### config.mk
export PLATFORM = sky130hd
export DESIGN_NAME = axi4_ar_arbiter
export DESIGN_NICKNAME = d
export VERILOG_FILES = /design/src/rtl/axi4_ar_arbiter_pkg.sv /design/src/rtl/axi4_ar_arbiter_flight_cnt.sv /design/src/rtl/axi4_ar_arbiter.sv
export SDC_FILE = /design/constraint.sdc
export NUM_CORES = 1
export LEC_CHECK = 0
export BUFFER_PORTS_ARGS = -buffer_cell sky130_fd_sc_hd__buf_2
export CORE_AREA = 2 2 145 147
export DETAILED_ROUTE_END_ITERATION = 8
export DIE_AREA = 0 0 147 149
export PLACE_DENSITY = 0.5
export SLEW_MARGIN = 25
export SYNTH_ARGS = -nofsm -noshare
export SYNTH_HDL_FRONTEND = slang
export SYNTH_SLANG_ARGS = --single-unit
### constraint.sdc
create_clock -name clock -period 2.9 [get_ports clock]
set_input_delay 0.145 -clock clock [delete_from_list [all_inputs] [get_ports clock]]
set_output_delay 0.145 -clock clock [all_outputs]
set_load 0.1 [all_outputs]
### src/rtl/axi4_ar_arbiter_pkg.sv
// rtl/axi4_ar_arbiter_pkg.sv - shared field layout, FSM state and defaults for the AR arbiter
package axi4_ar_arbiter_pkg;

  // AR payload below the id: {addr[31:0], len[7:0], size[2:0], burst[1:0]}
  localparam int AR_BURST_W   = 2;
  localparam int AR_SIZE_W    = 3;
  localparam int AR_LEN_W     = 8;
  localparam int AR_ADDR_W    = 32;
  localparam int AR_BURST_LSB = 0;
  localparam int AR_SIZE_LSB  = AR_BURST_LSB + AR_BURST_W;
  localparam int AR_LEN_LSB   = AR_SIZE_LSB + AR_SIZE_W;
  localparam int AR_ADDR_LSB  = AR_LEN_LSB + AR_LEN_W;
  localparam int AR_ID_LSB    = AR_ADDR_LSB + AR_ADDR_W;

  // R payload below the id: {data[63:0], resp[1:0], last}
  localparam int R_LAST_LSB = 0;
  localparam int R_RESP_W   = 2;
  localparam int R_DATA_W   = 64;
  localparam int R_RESP_LSB = R_LAST_LSB + 1;
  localparam int R_DATA_LSB = R_RESP_LSB + R_RESP_W;
  localparam int R_ID_LSB   = R_DATA_LSB + R_DATA_W;

  localparam int CNT_W           = 4;
  localparam int MAX_OUT_DEFAULT = 8;

  typedef enum logic {
    IDLE = 1'b0,
    HOLD = 1'b1
  } arb_state_e;

endpackage

### src/rtl/axi4_ar_arbiter_flight_cnt.sv
// rtl/axi4_ar_arbiter_flight_cnt.sv - per-port in-flight read burst counter
module axi4_flight_cnt
  import axi4_ar_arbiter_pkg::*;
#(
  parameter int MAX_OUT = MAX_OUT_DEFAULT
) (
  input  logic clock,
  input  logic reset,
  input  logic inc,
  input  logic dec,
  output logic at_max
);

  localparam logic [CNT_W-1:0] MAX_CNT = CNT_W'(MAX_OUT);

  logic [CNT_W-1:0] r_count;

  assign at_max = (r_count >= MAX_CNT);

  // Simultaneous inc and dec cancel; the edges are guarded so the count never wraps.
  always_ff @(posedge clock or posedge reset) begin
    if (reset) begin
      r_count <= '0;
    end else if (inc && !dec && !at_max) begin
      r_count <= r_count + 4'd1;
    end else if (dec && !inc && (r_count != '0)) begin
      r_count <= r_count - 4'd1;
    end
  end

endmodule

### src/rtl/axi4_ar_arbiter.sv
// rtl/axi4_ar_arbiter.sv - two-port AXI4 read-address arbiter with per-port
// outstanding limit and zero-latency R demux on the upper ID bit
module axi4_ar_arbiter
  import axi4_ar_arbiter_pkg::*;
#(
  parameter int ID_W    = 4,
  parameter int MAX_OUT = MAX_OUT_DEFAULT
) (
  input  logic                     clock,
  input  logic                     reset,
  input  logic                     s0_ar_valid,
  output logic                     s0_ar_ready,
  input  logic [ID_W+AR_ID_LSB-1:0] s0_ar_bits,
  input  logic                     s1_ar_valid,
  output logic                     s1_ar_ready,
  input  logic [ID_W+AR_ID_LSB-1:0] s1_ar_bits,
  output logic                     m_ar_valid,
  input  logic                     m_ar_ready,
  output logic [ID_W+AR_ID_LSB:0]   m_ar_bits,
  input  logic                     m_r_valid,
  output logic                     m_r_ready,
  input  logic [ID_W+R_ID_LSB:0]    m_r_bits,
  output logic                     s0_r_valid,
  input  logic                     s0_r_ready,
  output logic [ID_W+R_ID_LSB-1:0]  s0_r_bits,
  output logic                     s1_r_valid,
  input  logic                     s1_r_ready,
  output logic [ID_W+R_ID_LSB-1:0]  s1_r_bits
);

  localparam int AR_W = ID_W + AR_ID_LSB;
  localparam int R_W  = ID_W + R_ID_LSB;

  arb_state_e      r_state;
  logic            r_last_grant;
  logic            r_hold_port;
  logic [AR_W-1:0] r_hold_bits;

  logic w_at_max0, w_at_max1;
  logic w_elig0, w_elig1;
  logic w_sel_valid, w_sel_port;
  logic w_grant_valid, w_grant_port;
  logic w_ar_fire;
  logic w_r_port, w_r_last_fire;
  logic [AR_W-1:0] w_sel_bits;

  assign w_elig0     = s0_ar_valid & ~w_at_max0;
  assign w_elig1     = s1_ar_valid & ~w_at_max1;
  assign w_sel_valid = w_elig0 | w_elig1;
  // With both eligible, the port that did not win last time goes first.
  assign w_sel_port  = (w_elig0 & w_elig1) ? ~r_last_grant : w_elig1;
  assign w_sel_bits  = w_sel_port ? s1_ar_bits : s0_ar_bits;

  assign w_grant_valid = ~reset & ((r_state == HOLD) | w_sel_valid);
  assign w_grant_port  = (r_state == HOLD) ? r_hold_port : w_sel_port;
  assign w_ar_fire     = w_grant_valid & m_ar_ready;

  assign m_ar_valid  = w_grant_valid;
  assign m_ar_bits   = (r_state == HOLD) ? {r_hold_port, r_hold_bits} : {w_sel_port, w_sel_bits};
  assign s0_ar_ready = m_ar_ready & w_grant_valid & ~w_grant_port;
  assign s1_ar_ready = m_ar_ready & w_grant_valid & w_grant_port;

  always_ff @(posedge clock or posedge reset) begin
    if (reset) begin
      r_state      <= IDLE;
      r_last_grant <= 1'b1;
      r_hold_port  <= 1'b0;
      r_hold_bits  <= '0;
    end else begin
      case (r_state)
        IDLE: begin
          if (w_sel_valid && !m_ar_ready) begin
            r_state     <= HOLD;
            r_hold_port <= w_sel_port;
            r_hold_bits <= w_sel_bits;
          end
        end
        HOLD: begin
          if (m_ar_ready) begin
            r_state <= IDLE;
          end
        end
        default: r_state <= IDLE;
      endcase
      if (w_ar_fire) begin
        r_last_grant <= w_grant_port;
      end
    end
  end

  assign w_r_port      = m_r_bits[ID_W+R_ID_LSB];
  assign s0_r_valid    = m_r_valid & ~w_r_port;
  assign s1_r_valid    = m_r_valid & w_r_port;
  assign s0_r_bits     = m_r_bits[R_W-1:0];
  assign s1_r_bits     = m_r_bits[R_W-1:0];
  assign m_r_ready     = w_r_port ? s1_r_ready : s0_r_ready;
  assign w_r_last_fire = m_r_valid & m_r_ready & m_r_bits[R_LAST_LSB];

  axi4_flight_cnt #(.MAX_OUT(MAX_OUT)) u_cnt0 (
    .clock  (clock),
    .reset  (reset),
    .inc    (w_ar_fire & ~w_grant_port),
    .dec    (w_r_last_fire & ~w_r_port),
    .at_max (w_at_max0)
  );

  axi4_flight_cnt #(.MAX_OUT(MAX_OUT)) u_cnt1 (
    .clock  (clock),
    .reset  (reset),
    .inc    (w_ar_fire & w_grant_port),
    .dec    (w_r_last_fire & w_r_port),
    .at_max (w_at_max1)
  );

endmodule

### Yosys cells after proc, flatten, opt, wreduce, memory -nomap -nowiden

Index checks and enable logic that the tools add are counted.

* flip-flop bits (word level): 60
* output and inout port bits: 198
* logic and storage cells: 67
* bits of input ports: 178

* $add $sub $neg: 4
* bitwise operators: 22
* reduce and logical (&&, ||, !) cells: 21
* multiplexer cells: 12
* order comparisons: 2

Operators with widths (number)
* $mux 50: 1
* $mux 49: 1
* $mux 4: 4
* $and 1x1->1: 13
* $logic_and 1x1->1: 9
* $add 4x1->4 const B: 2
* $ge 4x4->1 const B: 2
* $reduce_bool 4->1: 2
* $sub 4x1->4 const B: 2
* $logic_not 1->1: 7
* $not 1->1: 7
* $mux 1: 5
* $reduce_bool 2->1: 2
* $or 1x1->1: 2
* $pmux 1 s2: 1
* $reduce_and 2->1: 1

### Longest topological paths before layout

* depth after elaboration: 13
* depth in mapped cells: 11
* mapped depth without buffers: 10

### Hierarchy

From an unflattened synthesis, not the netlist that was laid out.

* cells, all modules: 546
* area, all modules: 4629.4 um^2

Modules (own cells, without submodules)
* axi4_ar_arbiter: cells an instance 492, times used 1, seq. area each 1302.5 um^2, area an instance 4073.9 um^2
* axi4_flight_cnt: cells an instance 27, times used 2, seq. area each 100.1 um^2, area an instance 277.8 um^2

### Least setup slack after synthesis

No wires, ideal clock.

* path type: flip-flop to flip-flop
* start: register r_last_grant
* end: register u_cnt0.r_count[3]
* clock period less this slack: 3.540 ns
* arrival: 3.465 ns
* setup time: 0.075 ns
* cell stages (with the launch flop): 10
* path slack: -0.640 ns
* data required time: 2.825 ns
* buffers on the path: 0
* cells stage by stage: dfstp_2 and3b_1 o41ai_4 nor4b_4 nand2_1 ha_1 a21o_1 a21oi_1 or4b_1 nand3_1

* longest elaborated chain between the ends: 9
* elaborated cells between the ends (all ways): 12
* those cells by class: mux: 3; bitwise: 3; reduce/logical: 6

RTL lines
* start: declaration: line axi4_ar_arbiter.sv:35 `logic r_last_grant;`
* start signal: assignment: line axi4_ar_arbiter.sv:86 `r_last_grant <= w_grant_port;`
* $not 1->1 (*): line axi4_ar_arbiter.sv:51 `assign w_sel_port = (w_elig0 & w_elig1) ? ~r_last_grant : w_elig1;`
* $mux 1 (*): line axi4_ar_arbiter.sv:51
* $mux 1 (*): line axi4_ar_arbiter.sv:55 `assign w_grant_port = (r_state == HOLD) ? r_hold_port : w_sel_port;`
* net w_grant_port: line axi4_ar_arbiter.sv:42 `logic w_grant_valid, w_grant_port;`
* $not 1->1 (*)
* $and 1x1->1 (*)
* net s0_ar_ready: line axi4_ar_arbiter.sv:12 `output logic s0_ar_ready,`
* $logic_not 1->1: line axi4_ar_arbiter_flight_cnt.sv:26 `end else if (dec && !inc && (r_count != '0)) begin`
* $logic_and 1x1->1 (2 in series): line axi4_ar_arbiter_flight_cnt.sv:26
* $reduce_bool 2->1 (no source line)
* end signal: assignment: line axi4_ar_arbiter_flight_cnt.sv:25 `r_count <= r_count + 4'd1;`
* end signal: assignment: line axi4_ar_arbiter_flight_cnt.sv:27 `r_count <= r_count - 4'd1;`
* end: declaration: line axi4_ar_arbiter_flight_cnt.sv:16 `logic [CNT_W-1:0] r_count;`

Mark *: on every way through the listed nets, which the timed path passes. The rest lies on a longest branch.
A chain may end at the register's enable or synchronous reset.

### Final worst setup path

* start: register r_last_grant
* end: output m_ar_bits[32]

* longest elaborated chain between the ends: 4

RTL lines
* $not 1->1: line axi4_ar_arbiter.sv:51
* $mux 1: line axi4_ar_arbiter.sv:51
* $mux 49: line axi4_ar_arbiter.sv:52 `assign w_sel_bits = w_sel_port ? s1_ar_bits : s0_ar_bits;`
* $mux 50: line axi4_ar_arbiter.sv:59 `assign m_ar_bits = (r_state == HOLD) ? {r_hold_port, r_hold_bits} : {w_sel_port, w_sel_bits};`
* end: declaration: line axi4_ar_arbiter.sv:19 `output logic [ID_W+AR_ID_LSB:0] m_ar_bits,`

No other way between the ends.

==> metrics.cfg <==
[sta]
hold_violations = 0
post-route-min-period_ns = 2.74
setup_viol_count_final = 0
rsz0062_at_grt = false
finClkSkew_ns = 0.00858
maxSlewViolCount = 0
fmaxAchievable_mhz = 365
worst_slack_ns = 0.163
worst_pin_slew_ns = 0.552
fin_tns_setup_ns = 0
maxSlewHeadroom_pct = 63.2
period_share_pct = 94.4

[yosys]
synthCells = 478
ys_seq_area_share_pct = 31.2
synthXorXnorAreaFrac_pct = 0.727
synth_compound_area_share_pct = 4.15
synth_simple_gate_area_share_pct = 6.36
synth_top_family_by_area = multiplexers
syn_area_um2 = 4820
synth_mux_area_share_pct = 29.9
avgSynthCellArea_um2 = 10.1
yosysWarningCount = 0
synthAdderAreaFrac_pct = 1.87
syn_nets = 662
synth_seq_cells = 60
synth_cell_types = 34

[worst_setup_path]
end_kind = primary output
critical-path-slowest-cell = dfstp_2
critPathKind = flop to primary output
crit_chain = and3b_2, nand2b_4, buf_4, mux2i_1, mux2i_2, buf_2
arrival_ns = 2.59
startpoint_type = flop
crit_required_ns = 2.76
crit_fanout = 18
cp_slowest_stage_delay_ns = 0.52

[floorplan]
rows = 53
die_w_um = 147
die_y_um = 149
io_pins = 376
core-area_um2 = 20600
start_util_pct = 23.5
fp.dieArea_um2 = 21900

[clocking]
clkLatencyLatePin_ns = 0.33
h-tree-depth = 3
clk_path_buf_depth = 2
clk_pin_slew_worst_paths_ns = 0.05
numCtsBuffers = 9
clock_sinks = 60
clock-root-buffer = clkbuf_16
cts_tree = built

[layout]
syn_to_final_growth_pct = 11.1
layoutNonFillerInstCount = 782
final_area_um2 = 5360
drive_above_1_share_pct = 60.9
nets = 685
fillers = 2203

[placement]
portBuffers = 165
hpwl_um = 10400
place.gp.congestion = 0.728
dp.cells = 763
place_area_um2 = 5000
place_ws_ns = 0.201

[pwr]
totalPowerFinal_mw = 7.04
p_leak_nw = 2.57
peakVddDrop_mv = 0.542
powerDensity_nw_per_um2 = 1310

[detailed_routing]
drcViolationCount = 0
drt-met1-wl_um = 4110
drt_wl_total_um = 13200
initialDrtViolationCount = 56
dr.pass1.iters = 4
met2_wirelength_um = 6630
num_vias = 3200
wl_met3_um = 2150
drt-wirelength-per-cell_um = 16.9
viasPerCell = 4.09
maxUsedRoutingLayer = met4
ant_nets = 0

[outcome]
status = complete, no violations

[global_route]
grt_pass1_wl_um = 19200
grt_pass1_vias = 3147
grt_overflow = 0
grt_start_max_net_pins = 41
grt_antenna_before_repair = 1
grtUsageTotal_pct = 11.8

[hold_path]
holdCritPathClass = input port to flop

[run]
max_cap_viol_count = 0

cells in the mapped netlist (all sizes together):
cell,n,area (µm²)
ha,4,50.1
or4b,2,20.0
and2,1,6.26
nor2,10,37.5
a21oi,3,15.0
nand3,2,10.0
dfstp,1,26.3
nor2b,2,15.0
nor4b,1,23.8
and4bb,1,16.3
nand2,32,120
fa,2,40.0
and3b,1,8.76
nand2b,2,12.5
mux2,88,998
and2b,1,7.51
nor3,1,16.3
clkbuf,9,33.8
xor2,4,35.0
or2,2,12.5
a21o,2,15.0
inv,23,86.3
buf,153,1120
o41ai,3,45.1
mux2i,44,444
o21ai,25,125
dfrtp,59,1480
metal layers:
layer | vias up | track usage [%]
met5 | - | 0
met4 | 0 | 4.62
met3 | 20 | 8.59
met2 | 242 | 20.2
met1 | 1433 | 10.8
li1 | 1505 | -
worst paths after layout:
kind	from	endpoint	slack, ns	cells past startpoint
min	m_ar_ready	r_state	0.04	2
max	r_last_grant	m_ar_bits[32]	0.16	6
min reg2reg	r_hold_bits[45]	r_hold_bits[45]	0.48	2
max reg2reg	u_cnt0.r_count[3]	u_cnt1.r_count[3]	0.19	9
max in group asynchronous	reset	r_last_grant	1.83	4
min in group asynchronous	reset	r_hold_bits[4]	0.44	3
what timing repair did:
action,4_1_cts,5_1_grt
hold buffers,1,0
gates resized for setup,1,3
setup buffers,0,0
hold endpoints to repair,20,0
endpoints found under the setup margin,10,5
cloned,1,0
registers in the layout, summed over array words and instances (netlist names):
register / cells
u_cnt1.r_count: 4
r_state: 1
r_hold_bits: 49
r_last_grant: 1
u_cnt0.r_count: 4
r_hold_port: 1
metrics by stage:
stage          utilization (%)  hold WS, ns
2_1_floorplan                -        0.211
3_3_place_gp              24.3        0.261
3_5_place_dp              24.3        0.253
4_1_cts                   26.0       0.0171
5_1_grt                   26.0       0.0478
6_report                  26.0       0.0373
power breakdown:
part           leakage, nW  internal, mW  switching [mW]
clock network        0.159         0.775           0.406
logic                 1.70          1.16            3.18
registers            0.718          1.26           0.253
total                 2.57          3.20            3.84
critical path: cells and delay by family (launching register included):
kind / cells / cell delay (ns)
mux: 2 / 0.33
flops: 1 / 0.52
simple gates: 2 / 0.58
buf+inv: 2 / 0.81
cell type report:
class                           count  area, µm²  area share (%)
Tap cell                          275        344            6.43
Inverter                           23       86.3            1.61
Multi-Input combinational cell    234       2180            40.8
Clock inverter                      6       86.3            1.61
Clock buffer                       10        239            4.46
Timing Repair Buffer              173        906            16.9
Sequential cell                    60       1510            28.2
Antenna cell                        1       2.50          0.0467
kinds of logic (layout without fill, tap and decap cells):
| group | after synthesis | count (layout) |
|---|---|---|
| adder cells (fa/ha/maj) | 6 | 6 |
| flip-flops | 60 | 60 |
| AO/OA/AOI/OAI | 33 | 33 |
| other | 0 | 1 |
| multiplexers | 132 | 132 |
| AND/OR/NAND/NOR | 58 | 59 |
| XOR/XNOR | 4 | 4 |
| buffers and inverters | 185 | 212 |
layout by cell type (no fill, tap or decap), drive strengths merged, types with 4 or more instances in the layout:
cell and n:
nor2 10, dfrtp 59, buf 170, mux2 88
xor2 4, o21ai 25, clkbuf 12, ha 4
inv 24, nand2 32, mux2i 44
No activity file was read; power rests on OpenSTA's default activity.
